### src/rtl/ps2_pkg.sv
// Shared PS/2 definitions: receiver FSM encoding, frame field offsets and common scan codes.
package ps2_pkg;

   // Receiver state: waiting for a start bit, or collecting the rest of a frame
   typedef enum logic {
      ST_IDLE = 1'b0,
      ST_RECV = 1'b1
   } ps2_state_e;

   // Start bit always sits at bit 0 of an assembled frame
   localparam int START_IDX = 0;

   // Frequent scan codes seen by the keyboard decoder
   localparam logic [7:0] SC_BREAK  = 8'hF0;
   localparam logic [7:0] SC_EXTEND = 8'hE0;

   // Parity bit position in a frame carrying data_bits payload bits
   function automatic int parity_idx(input int data_bits);
      return data_bits + 1;
   endfunction

   // Stop bit position (frame MSB) in a frame carrying data_bits payload bits
   function automatic int stop_idx(input int data_bits);
      return data_bits + 2;
   endfunction

endpackage

### src/rtl/ps2_byte_fifo.sv
// Small first-word-fall-through FIFO for received bytes. The head entry is visible
// combinationally; when empty the output keeps showing the last byte that was popped.
module ps2_byte_fifo #(
   parameter int DEPTH = 4,
   parameter int WIDTH = 8
) (
   input  logic             clk,
   input  logic             rst_n,
   input  logic             push_i,
   input  logic             pop_i,
   input  logic [WIDTH-1:0] data_i,
   output logic [WIDTH-1:0] data_o,
   output logic             full_o,
   output logic             empty_o
);

   localparam int AW = $clog2(DEPTH);

   logic [WIDTH-1:0] mem_q [DEPTH];
   logic [WIDTH-1:0] hold_q;
   logic [AW:0]      wr_ptr_q;
   logic [AW:0]      rd_ptr_q;
   logic             do_push;
   logic             do_pop;

   // Pointers carry one wrap bit so full and empty can be told apart
   assign empty_o = (wr_ptr_q == rd_ptr_q);
   assign full_o  = (wr_ptr_q[AW] != rd_ptr_q[AW]) && (wr_ptr_q[AW-1:0] == rd_ptr_q[AW-1:0]);
   // A pop frees a slot in the same cycle, so a full FIFO still accepts a simultaneous push
   assign do_pop  = pop_i && !empty_o;
   assign do_push = push_i && (!full_o || do_pop);
   assign data_o  = empty_o ? hold_q : mem_q[rd_ptr_q[AW-1:0]];

   // Storage, pointer update and capture of the last popped byte
   always_ff @(posedge clk or negedge rst_n) begin
      if (!rst_n) begin
         for (int i = 0; i < DEPTH; i++) begin
            mem_q[i] <= '0;
         end
         hold_q   <= '0;
         wr_ptr_q <= '0;
         rd_ptr_q <= '0;
      end else begin
         if (do_push) begin
            mem_q[wr_ptr_q[AW-1:0]] <= data_i;
            wr_ptr_q                <= wr_ptr_q + 1'b1;
         end
         if (do_pop) begin
            hold_q   <= mem_q[rd_ptr_q[AW-1:0]];
            rd_ptr_q <= rd_ptr_q + 1'b1;
         end
      end
   end

endmodule

### src/rtl/ps2_rx_frame.sv
// PS/2 frame receiver on the system clock: synchronises and glitch-filters the PS/2 pins,
// assembles start/data/parity/stop frames, checks them and queues good bytes.
module ps2_rx_frame
   import ps2_pkg::*;
#(
   parameter int DATA_BITS      = 8,
   parameter int SYNC_STAGES    = 2,
   parameter int FILTER_LEN     = 4,
   parameter int TIMEOUT_CYCLES = 50000,
   parameter int FIFO_DEPTH     = 4,
   parameter int ODD_PARITY     = 1
) (
   input  logic                 clk,
   input  logic                 rst_n,
   input  logic                 ps2_clk_i,
   input  logic                 ps2_data_i,
   input  logic                 rd_en_i,
   output logic [DATA_BITS-1:0] rx_data_o,
   output logic                 rx_valid_o,
   output logic [DATA_BITS+2:0] frame_q_o,
   output logic                 parity_err_o,
   output logic                 frame_err_o,
   output logic                 overflow_o,
   output logic                 busy_o
);

   localparam int FRAME_BITS = DATA_BITS + 3;
   localparam int PAR_IDX    = parity_idx(DATA_BITS);
   localparam int STOP_IDX   = stop_idx(DATA_BITS);
   localparam int FCW        = $clog2(FILTER_LEN + 1);
   localparam int BCW        = $clog2(FRAME_BITS + 1);
   localparam int TCW        = $clog2(TIMEOUT_CYCLES + 1);

   logic [SYNC_STAGES-1:0] clk_sync_q;
   logic [SYNC_STAGES-1:0] data_sync_q;
   logic                   clk_s;
   logic                   data_s;
   logic                   filt_q;
   logic [FCW-1:0]         fcnt_q;
   logic                   fall_q;

   ps2_state_e             state_q;
   logic [BCW-1:0]         bitcnt_q;
   logic [TCW-1:0]         tmo_q;
   logic [FRAME_BITS-2:0]  shift_q;
   logic [FRAME_BITS-1:0]  last_frame_q;
   logic                   parity_err_q;
   logic                   frame_err_q;
   logic                   overflow_q;

   logic [FRAME_BITS-1:0]  frame_next;
   logic                   is_stop_fall;
   logic                   stop_ok;
   logic                   parity_ok;
   logic                   push_req;
   logic                   fifo_full;
   logic                   fifo_empty;

   // Both pins idle high, so the synchronisers start at 1 to avoid a false fall after reset
   always_ff @(posedge clk or negedge rst_n) begin
      if (!rst_n) begin
         clk_sync_q  <= '1;
         data_sync_q <= '1;
      end else begin
         clk_sync_q  <= {clk_sync_q[SYNC_STAGES-2:0], ps2_clk_i};
         data_sync_q <= {data_sync_q[SYNC_STAGES-2:0], ps2_data_i};
      end
   end

   assign clk_s  = clk_sync_q[SYNC_STAGES-1];
   assign data_s = data_sync_q[SYNC_STAGES-1];

   // Accept a new clock level only after FILTER_LEN consecutive differing samples; strobe on 1->0
   always_ff @(posedge clk or negedge rst_n) begin
      if (!rst_n) begin
         filt_q <= 1'b1;
         fcnt_q <= '0;
         fall_q <= 1'b0;
      end else begin
         fall_q <= 1'b0;
         if (clk_s == filt_q) begin
            fcnt_q <= '0;
         end else if (fcnt_q == FCW'(FILTER_LEN - 1)) begin
            filt_q <= clk_s;
            fcnt_q <= '0;
            fall_q <= ~clk_s;
         end else begin
            fcnt_q <= fcnt_q + 1'b1;
         end
      end
   end

   // The frame as it looks once the current data sample is shifted in; only meaningful on the stop fall
   assign frame_next   = {data_s, shift_q};
   assign is_stop_fall = fall_q && (state_q == ST_RECV) && (bitcnt_q == BCW'(FRAME_BITS - 1));
   assign stop_ok      = frame_next[STOP_IDX];
   assign parity_ok    = ((^frame_next[PAR_IDX:START_IDX+1]) == (ODD_PARITY != 0));
   assign push_req     = is_stop_fall && stop_ok && parity_ok;

   // Frame assembly, timeout supervision and registered frame/error outputs
   always_ff @(posedge clk or negedge rst_n) begin
      if (!rst_n) begin
         state_q      <= ST_IDLE;
         bitcnt_q     <= '0;
         tmo_q        <= '0;
         shift_q      <= '0;
         last_frame_q <= '0;
         parity_err_q <= 1'b0;
         frame_err_q  <= 1'b0;
         overflow_q   <= 1'b0;
      end else begin
         parity_err_q <= 1'b0;
         frame_err_q  <= 1'b0;
         overflow_q   <= 1'b0;
         case (state_q)
            ST_IDLE: begin
               tmo_q <= '0;
               if (fall_q && !data_s) begin
                  // A cleared register already holds the start bit at its top position
                  state_q  <= ST_RECV;
                  bitcnt_q <= BCW'(1);
                  shift_q  <= '0;
               end
            end
            ST_RECV: begin
               if (fall_q) begin
                  tmo_q    <= '0;
                  shift_q  <= frame_next[FRAME_BITS-1:1];
                  bitcnt_q <= bitcnt_q + 1'b1;
                  if (bitcnt_q == BCW'(FRAME_BITS - 1)) begin
                     state_q      <= ST_IDLE;
                     bitcnt_q     <= '0;
                     last_frame_q <= frame_next;
                     // Only one error per frame: a bad stop bit hides any parity problem
                     if (!stop_ok) begin
                        frame_err_q <= 1'b1;
                     end else if (!parity_ok) begin
                        parity_err_q <= 1'b1;
                     end else if (fifo_full && !rd_en_i) begin
                        overflow_q <= 1'b1;
                     end
                  end
               end else if (tmo_q == TCW'(TIMEOUT_CYCLES - 1)) begin
                  frame_err_q <= 1'b1;
                  state_q     <= ST_IDLE;
                  bitcnt_q    <= '0;
                  tmo_q       <= '0;
               end else begin
                  tmo_q <= tmo_q + 1'b1;
               end
            end
            default: begin
               state_q <= ST_IDLE;
            end
         endcase
      end
   end

   ps2_byte_fifo #(
      .DEPTH (FIFO_DEPTH),
      .WIDTH (DATA_BITS)
   ) u_fifo (
      .clk     (clk),
      .rst_n   (rst_n),
      .push_i  (push_req),
      .pop_i   (rd_en_i),
      .data_i  (frame_next[DATA_BITS:1]),
      .data_o  (rx_data_o),
      .full_o  (fifo_full),
      .empty_o (fifo_empty)
   );

   assign rx_valid_o   = !fifo_empty;
   assign frame_q_o    = last_frame_q;
   assign parity_err_o = parity_err_q;
   assign frame_err_o  = frame_err_q;
   assign overflow_o   = overflow_q;
   assign busy_o       = (state_q == ST_RECV);

endmodule
### config.mk
export PLATFORM = sky130hd
export DESIGN_NAME = ps2_rx_frame
export DESIGN_NICKNAME = d
export VERILOG_FILES = /design/src/rtl/ps2_pkg.sv /design/src/rtl/ps2_byte_fifo.sv /design/src/rtl/ps2_rx_frame.sv
export SDC_FILE = /design/constraint.sdc
export NUM_CORES = 1
export LEC_CHECK = 0
export CAP_MARGIN = 20
export CORE_ASPECT_RATIO = 0.6
export CORE_MARGIN = 10
export CORE_UTILIZATION = 59
export DETAILED_ROUTE_END_ITERATION = 12
export PLACE_DENSITY = 0.79
export SETUP_SLACK_MARGIN = 0.02
export SYNTH_ARGS = -nofsm -noshare
export SYNTH_HDL_FRONTEND = slang
export SYNTH_SLANG_ARGS = --single-unit
### constraint.sdc
create_clock -name clk -period 2.9 [get_ports clk]
set_input_delay 0.87 -clock clk [delete_from_list [all_inputs] [get_ports clk]]
set_output_delay 0.87 -clock clk [all_outputs]
set_load 0.01 [all_outputs]
==> reports/qor.yml <==
run_status: "complete, no violations"
place_congestion: 0.814
ff2ff_path_depth: 5
timing.max_slew.rel_slack_pct: 50.5
mappedNetlistArea_um2: 4580
share_of_total_power_in_combinational_logic_pct: 16.4
cell_with_the_most_instances_after_synthesis: "dfrtp_1"
synth_top_area_cell: "dfrtp_1"
holdPathStages: 0
postSynth.asyncResetShare_pct: 100
clkSinkCount: 100
crit_chain: "buf_12 > mux4_2 > mux2_2 > clkdlybuf4s15_1"
synth-compound-area-share_pct: 3.12
antenna-diode-count: 0
routed_wl_mm: 8.62
start_kind: "register"
postSynthNetCount: 342
net-switching-power_mw: 0.853
dp_hpwl_mm: 6.02
timing.critical_path.slowest_stage_cell: "mux4_2"
max_h_tree_level: 3
antenna_violations_before_repair: 0
gr-total-overflow: 0
area_share_of_the_largest_cell_type_after_synthesis_pct: 51.9
synth_warnings: 0
yosys_register_bits: 100
synth_top_family_by_area: "multiplexers"
yosys.area_share.xor_xnor_pct: 6.45
worstPathArrival_ps: 1920
final_antenna_net_count: 0
area_growth_syn_to_layout_pct: 14.5
setup_viol: 0
worstReg2RegStart: "shift_q[4]"
clk_latency_ps: 340
num_vias: 2662
unrepaired_setup_endpoints_after_global_routing: "no"
nets: 374
cell_internal_pwr_mw: 2.31
timing.setup.critical_path_class: "reg2out"
seqPwrFrac_pct: 48.5
yosys-mux-area-fraction_pct: 20.5
tightest_slew_ps: 737
power.static_leakage_nw: 2.42
timing.fmax_ghz: 0.358
fin_tns_setup_ps: 0
num-fill-cells: 529
synth_simple_gate_area_share_pct: 9.78
clk_pin_slew_ps: 70
power.share.switching_pct: 27.0
clockPowerShare_pct: 35.1
drt_first_pass_iters: 4
post_drt_wl_per_cell_um: 18.4
skew_ps: 6.91
die-height_um: 88.2
synthFlopType: "dfrtp_1"
ctsLongestPathBuffers: 2
reg2reg_to: "u_fifo.mem_q[1]"
drc: 0
hold_path_startpoint: "clk_sync_q[0]"
dieWidth_um: 134
numCtsBuffers: 9
finalCoreUtilization_pct: 71.0
post_route_cells_drive_above_1_share_pct: 27.4
global_route.usage.total_pct: 16.1
finalMaxSlewViolations: 0
synth-adder-area-share_pct: 2.46
path_max_fanout: 11
floorplan.die_area_um2: 11800
drt_first_iter_violations: 160
ys_types: 45
grt_first_pass_wirelength_mm: 14.8
peak_supply_drop_mv: 0.381
synth_area_per_cell_um2: 14.0
synth.cells.most_frequent: "dfrtp_1 (95), mux2_2 (38), nor2_1 (26)"
route.detailed.vias_per_inst: 5.68
synth-edff-count: 0
floorplan.rows: 24
port-buffer-count: 28
via_count_of_the_first_global_routing_pass: 2739
timing.final.crit_share_pct: 96.4
i_o_pins: 29
critical-path-max-stage-delay_ps: 520
fin_crit_period_ps: 2790
cellPowerDensity_nw_per_um2: 603
worst_ep_required_time_ps: 2030
cts.root.buffer_cell: "clkbuf_16"
yosysSeqAreaShare_pct: 54.8
cap_violations: 0
synth_top_cells_by_area: "dfrtp_1 (52%), mux2_2 (9.3%), mux2_4 (5.2%)"
timing.hold.worst_endpoint: "clk_sync_q[1]"
finalHoldViolCount: 0
grt_start_max_net_pins: 50
timing.critical_path.to_type: "primary output"
start_util_pct: 62.0
postSynthCellCount: 328
placeableCoreArea_um2: 7390
reg2reg_setup_slack_ps: 460
hp-class: "reg2reg"
cts_tree: "yes"
[power groups by stage]
stage          clock, mW  sequential, mW  combinational, mW
6_report            1.11            1.53              0.518
3_5_place_dp           0            1.56              0.511
4_1_cts             1.13            1.53              0.524
3_3_place_gp           0            1.55              0.500
5_1_grt             1.20            1.54              0.573
2_1_floorplan          0            1.53              0.357
[through the flow]
stage	hold WS, ps	instance area (µm²)	cells	total power, mW	setup WS [ps]
2_1_floorplan	345	4580	328	1.89	358
3_3_place_gp	345	4960	453	2.05	256
3_5_place_dp	350	4960	453	2.07	198
4_1_cts	360	5230	469	3.18	22.6
5_1_grt	368	5240	469	3.31	36.3
6_report	358	5240	469	3.16	106
[worst max path at each step]
stage | endpoint | slack, ps | start
floorplan | rx_data_o[0] | 360 | u_fifo.rd_ptr_q[1]
global placement | rx_data_o[0] | 260 | u_fifo.rd_ptr_q[0]
detailed placement | rx_data_o[1] | 200 | u_fifo.rd_ptr_q[0]
CTS | rx_data_o[6] | 20 | u_fifo.rd_ptr_q[0]
global route | rx_data_o[6] | 40 | u_fifo.rd_ptr_q[0]
finish | rx_data_o[6] | 110 | u_fifo.rd_ptr_q[0]
[layout make-up]
| class | count | area (µm²) | share of cell area, % |
|---|---|---|---|
| Sequential cell | 100 | 2510 | 47.9 |
| Multi-Input combinational cell | 205 | 1940 | 37.0 |
| Timing Repair Buffer | 37 | 362 | 6.90 |
| Clock buffer | 10 | 229 | 4.37 |
| Tap cell | 104 | 130 | 2.48 |
| Clock inverter | 6 | 48.8 | 0.931 |
| Inverter | 7 | 26.3 | 0.501 |
[cells in the final DEF, fill, tap and decap left out, types with 2 or more instances in the layout]
| cell | n |
|---|---|
| a211o_1 | 2 |
| a22o_1 | 9 |
| and2_1 | 2 |
| and3_1 | 3 |
| and4_4 | 2 |
| buf_4 | 8 |
| clkbuf_16 | 9 |
| clkdlybuf4s15_1 | 8 |
| clkdlybuf4s50_1 | 19 |
| clkinv_4 | 4 |
| dfrtp_1 | 95 |
| dfstp_2 | 5 |
| ha_1 | 9 |
| inv_1 | 7 |
| mux2_1 | 8 |
| mux2_2 | 38 |
| mux2_4 | 16 |
| mux4_2 | 8 |
| nand2_1 | 11 |
| nand3_1 | 10 |
| nand3b_1 | 2 |
| nand4_1 | 3 |
| nand4_4 | 2 |
| nor2_1 | 26 |
| nor2b_1 | 3 |
| nor3_1 | 3 |
| nor3b_1 | 3 |
| nor4_1 | 3 |
| nor4bb_1 | 2 |
| o21ai_0 | 2 |
| xnor2_1 | 18 |
| xor2_1 | 8 |
[layer usage]
| metal | up-vias | track usage, % | part of all wire, % |
|---|---|---|---|
| li1 | 1232 | - | - |
| met1 | 1364 | 21.7 | 49 |
| met2 | 59 | 24.1 | 45 |
| met3 | 7 | 5.54 | 5.4 |
| met4 | 0 | 4.92 | 0.61 |
| met5 | - | 0 | 0 |
[cell families (layout without fill, tap and decap cells)]
kind of cell / after synthesis / after routing
AO/OA/AOI/OAI: 18 / 18
XOR/XNOR: 29 / 29
adder cells (fa/ha/maj): 9 / 9
buffers and inverters: 23 / 60
flip-flops: 100 / 100
multiplexers: 70 / 70
AND/OR/NAND/NOR: 79 / 79
[flip-flops by register name (all words and copies together) (netlist names)]
name	cells
u_fifo.mem_q	32
data_sync_q	2
busy_o	1
fall_q	1
parity_err_o	1
frame_err_o	1
shift_q	10
clk_sync_q	2
u_fifo.hold_q	8
u_fifo.rd_ptr_q	3
tmo_q	16
frame_q_o	11
overflow_o	1
bitcnt_q	4
u_fifo.wr_ptr_q	3
filt_q	1
fcnt_q	3
[worst max-delay path: cells and delay by family, from the launching register on]
kind / cells / cell delay, ps
muxes: 2 / 810
buffers and inverters: 2 / 390
DFF: 1 / 380
[timing repair]
item | 4_1_cts | 5_1_grt
gates resized for setup | 9 | 8
hold buffers | 0 | 0
endpoints found under the setup margin | 8 | 8
buffers inserted | 0 | 0
No activity file was read; power rests on OpenSTA's default activity.
==> RTL edit 1: new RTL, same settings <==
Reset style: synchronous (`rst_n`), changed in 4 clocked blocks.
--- a/src/rtl/ps2_byte_fifo.sv
+++ b/src/rtl/ps2_byte_fifo.sv
@@ -33,5 +33,5 @@
 
    // Storage, pointer update and capture of the last popped byte
-   always_ff @(posedge clk or negedge rst_n) begin
+   always_ff @(posedge clk) begin
       if (!rst_n) begin
          for (int i = 0; i < DEPTH; i++) begin
--- a/src/rtl/ps2_rx_frame.sv
+++ b/src/rtl/ps2_rx_frame.sv
@@ -58,5 +58,5 @@
 
    // Both pins idle high, so the synchronisers start at 1 to avoid a false fall after reset
-   always_ff @(posedge clk or negedge rst_n) begin
+   always_ff @(posedge clk) begin
       if (!rst_n) begin
          clk_sync_q  <= '1;
@@ -72,5 +72,5 @@
 
    // Accept a new clock level only after FILTER_LEN consecutive differing samples; strobe on 1->0
-   always_ff @(posedge clk or negedge rst_n) begin
+   always_ff @(posedge clk) begin
       if (!rst_n) begin
          filt_q <= 1'b1;
@@ -99,5 +99,5 @@
 
    // Frame assembly, timeout supervision and registered frame/error outputs
-   always_ff @(posedge clk or negedge rst_n) begin
+   always_ff @(posedge clk) begin
       if (!rst_n) begin
          state_q      <= ST_IDLE;
Function: differs if rst_n is asserted again (counterexample within 10 cycles, from zero or initial values and one cycle with rst_n low); with rst_n held inactive, the same outputs for 10 cycles.
==> RTL edit 1 against the unedited design <==
- cell area decreased by 4.8%
- synthesized area decreased by 5.4%
- fmax increased by 0.22%
- non-clock buffer count increased by 5
- sequential cell count increased by 2
- register-to-register slack got worse by 0.02 ns
- die area decreased by 4.4%
- worst setup slack improved by 0.0062 ns
- routed wire length increased by 3.7%
- global-route usage increased by 0.52 points
- critical path type unchanged
- critical endpoint is now rx_data_o[2]
- highest routed layer unchanged
Power is not compared: it rests on default switching activity, and its combinational part moved more than twofold at a synthesized area within 25%.
==> RTL edit 1: results (changes against the unedited design) <==
metric	value	unit	change
outcome	finished, final reports clean		
Avg Vias per Cell	5.77		+1.7%
Static Leak	1.93	nW	
slowest CP cell	mux4_2		
Post-Synth XOR/XNOR Area	6.18	%	-0.26 points
mux contribution to synthesized area	6.71	%	-14 points
Worst EP arrival	1.92	ns	about the same
max reg flops	32		unchanged
TritonCTS Buffers	9		unchanged
Final nets	452		+21%
final-layout fill cell count	527		-0.38%
H-tree depth	3		unchanged
Top delay family on crit path	multiplexers		
Total Routed Length	8940	µm	+3.7%
Ys Warns	0		unchanged
async set-reset flop share out of synthesis	0	%	-100 points
CTS resizes	10		+1
Slew headroom	56.6	%	+6.1 points
largest net degree at the start of global routing	26		-48%
Pins Over Slew Limit	0		unchanged
# diodes	0		unchanged
first-pass GRT wire length	14700	µm	-0.93%
Final Hold Fails	0		unchanged
EDFF count, synth	32		+32
dpl hpwl	6260	µm	+4.0%
clock skew	0.00612	ns	-0.000789 ns
Synth Net Count	420		+23%
Max Root-Sink Buffers	2		unchanged
compound-cell area share of the yosys netlist	7.05	%	+3.9 points
worst-path fanout max	8		-3
clk root buf	clkbuf_16		
Synth top area share	32.4	%	-20 points
sequential area share after synthesis	54.6	%	-0.23 points
Critical Path Max Stage Delay	0.50	ns	-0.02 ns
Synth top cells by count	dfxtp_1, nor2_1, nand2_1		
vias in the first global route	2891		+5.5%
DRT Pass-1 Iters	4		unchanged
Syn Area/Cell	10.6	µm²	-24%
most flop-heavy register	u_fifo.mem_q		
Post-Syn Instances	408		+24%
gpl congestion	0.829		+1.9%
Synth Area in Adders	2.02	%	-0.44 points
fraction of layout instances using a drive strength above 1	11.2	%	-16 points
postcts setup bufs	0		unchanged
initial antenna violation count	0		unchanged
top cells by area, synth	dfxtp_1, edfxtp_1, mux4_2		
wire length per cell	16.7	µm	-9.2%
Iter 0 DRT Violations	278		+74%
Reg clk slew, reported paths	0.06	ns	
Port Buffers	28		unchanged
placed cells	520		+15%
Netlist cell types	42		-6.7%
Total Routing Usage GR	16.6	%	+0.52 points
clk_lat worst skew	0.34	ns	about the same
VDD IR max	0.375	mV	
Tightest Hold Check Type	reg -> reg		
## RTL edit 1: cell count changes after synthesis, sizes merged, moves of 11 or more
cell,change
dfrtp,-95
dfxtp,+70
mux2,-54
edfxtp,+32
nand2,+30
a21oi,+26
and3,+25
nor2,+18
nand3,+11
## RTL edit 1: report_power, final
group | total [mW] | switching [mW] | leakage, nW | internal, mW
registers | 1.50 | 0.00992 | 0.897 | 1.49
clock network | 1.05 | 0.484 | 0.116 | 0.563
logic | 0.0537 | 0.0331 | 0.918 | 0.0206
total | 2.60 | 0.527 | 1.93 | 2.07
## RTL edit 1: stage by stage
stage                     worst slack, ns  instance area (µm²)  power, mW  hold WS (ns)
after detailed placement           0.0527                 4740       1.58         0.392
final                               0.112                 4990       2.60         0.405
after global routing               0.0436                 4990       2.68         0.425
after floorplan                     0.452                 4330       1.56         0.386
after CTS                          0.0550                 4990       2.62         0.406
after global placement              0.100                 4740       1.58         0.392
## RTL edit 1: area by class of cell
type                            count  area, µm²  area share [%]
Multi-Input combinational cell    277       1840            36.8
Clock buffer                        9        225            4.51
Inverter                            8       30.0           0.602
Clock inverter                      7       31.3           0.627
Sequential cell                   102       2370            47.4
Timing Repair Buffer               42        388            7.77
Tap cell                           91        114            2.28
## RTL edit 1: path summary, 6_finish.rpt
path / start / end / slack, ns / cells past startpoint
max: flop / rx_data_o[2] / 0.11 / 4
min: data_sync_q[0] / data_sync_q[1] / 0.41 / 1
max reg2reg: fall_q / u_fifo.mem_q[3][4] / 0.44 / 5
min reg2reg: data_sync_q[0] / data_sync_q[1] / 0.41 / 1
## RTL edit 1: cell families after synthesis
group / Yosys count
buffers and inverters: 29
and+or+nand+nor: 174
xor gates and xnor gates: 28
DFF: 102
muxes: 18
adders and majority gates: 7
AOI/OAI and AO/OA: 50
## RTL edit 1: worst reg2reg max path, stage by stage, from the launching register on
cell and delay (ns):
dfxtp_1 0.42, and2_1 0.43, nand2_1 0.14, buf_4 0.20, nor3_1 0.43, a41o_1 0.50
## RTL edit 1: layer usage
layer / wire length [µm] / GRT usage, %
met4: 72 / 6.13
met2: 3820 / 23.3
met5: 0 / 0
met1: 4240 / 23.0
met3: 817 / 5.79
==> RTL edit 2: new RTL, config.mk and constraints unchanged <==
Made on the original files. Set the parameter `DATA_BITS` to 16 (it was 8).
--- a/src/rtl/ps2_rx_frame.sv
+++ b/src/rtl/ps2_rx_frame.sv
@@ -4,5 +4,5 @@
    import ps2_pkg::*;
 #(
-   parameter int DATA_BITS      = 8,
+   parameter int DATA_BITS      = 16,
    parameter int SYNC_STAGES    = 2,
    parameter int FILTER_LEN     = 4,
Interface: changed (resized frame_q_o and rx_data_o); port bits go from 29 to 45. The function was not compared with the original's and may differ.
==> RTL edit 2 against the unedited design <==
- the run now ends with setup timing left
- total power grew 78%
- routed wire length rose by 81%
- synthesized area grew 59%
- sequential cell count is 57 higher
- combinational power rose by 120%
- worst setup slack worse by 0.13 ns
- cell area rose by 69%
- critical path type unchanged
==> RTL edit 2: results (changes against the unedited design) <==
metric	value	unit	change
multi-input combinational area share	36.1	%	-0.88 points
slowest CP cell	dfrtp_1		
Critical Path Max Stage Delay	0.45	ns	-0.07 ns
switching share of power	27.0	%	about the same
sequential area share after synthesis	54.0	%	-0.75 points
failing checks	setup timing		
Setup Total Neg Slack	-0.126	ns	-0.126 ns
Netlist cell types	48		+6.7%
r2r worst-path depth	6		+1
clk_buf instances	18		+8
inverters	5		-2
CTS Sinks	157		+57%
pre-CTS setup slack	0.0840	ns	-0.114 ns
Synth top cells by count	dfrtp_1, mux2_2, mux2_4		
first-pass GRT wire length	25600	µm	+73%
Slew headroom	49.0	%	-1.5 points
Synth Net Count	513		+50%
TritonCTS Buffers	17		+8
hold_sp	data_sync_q[0]		
non-clock buffer count in the final layout	88		+140%
mux contribution to synthesized area	26.4	%	+5.9 points
worst-path fanout max	8		-3
clk_lat worst skew	0.42	ns	+0.08 ns
wire length per cell	20.8	µm	+13%
compound-cell area share of the yosys netlist	2.94	%	-0.18 points
Total Routing Usage GR	18.7	%	+2.6 points
r2r setup slk	0.39	ns	-0.07 ns
top cells by area, synth	dfrtp_1, mux2_2, mux2_4		
Top delay family on crit path	buffers and inverters		
Signal buf overhead	10.5	%	+3.6 points
max reg flops	64		+100%
setup violators final	6		+6
outcome	finished, violations left		
Critical path origin	u_fifo.rd_ptr_q[1]		
CP Depth	7		+3
Setup WS post-layout	-0.0248	ns	-0.130 ns
Static Leak	4.17	nW	+72%
clock skew	0.0132	ns	+0.00629 ns
Critical R2R Launch	shift_q[16]		
Post-Synth XOR/XNOR Area	5.19	%	-1.3 points
-- RTL edit 2: metrics by stage --
stage / total power, mW / instances / hold slack (ns)
after floorplan: 2.86 / 499 / 0.345
after global placement: 3.09 / 693 / 0.347
after detailed placement: 3.12 / 693 / 0.353
after CTS: 5.52 / 740 / 0.363
after global routing: 5.83 / 747 / 0.363
final: 5.62 / 747 / 0.362
-- RTL edit 2: repair_timing --
action / CTS / global route
pin swaps: 1 / 1
gates cloned: 1 / 0
setup endpoints to repair: 17 / 17
setup buffers: 15 / 8
hold endpoints to repair: 0 / 0
gates resized for setup: 88 / 36
-- RTL edit 2: per-layer routing --
metal  global-route usage, %  routed length, µm  vias to the layer above
met4                    5.51                160                        0
li1                        -                  -                     1932
met1                    25.8               7340                     2250
met2                    28.0               7090                      118
met3                    5.51                972                       13
met5                       0                  0                        -
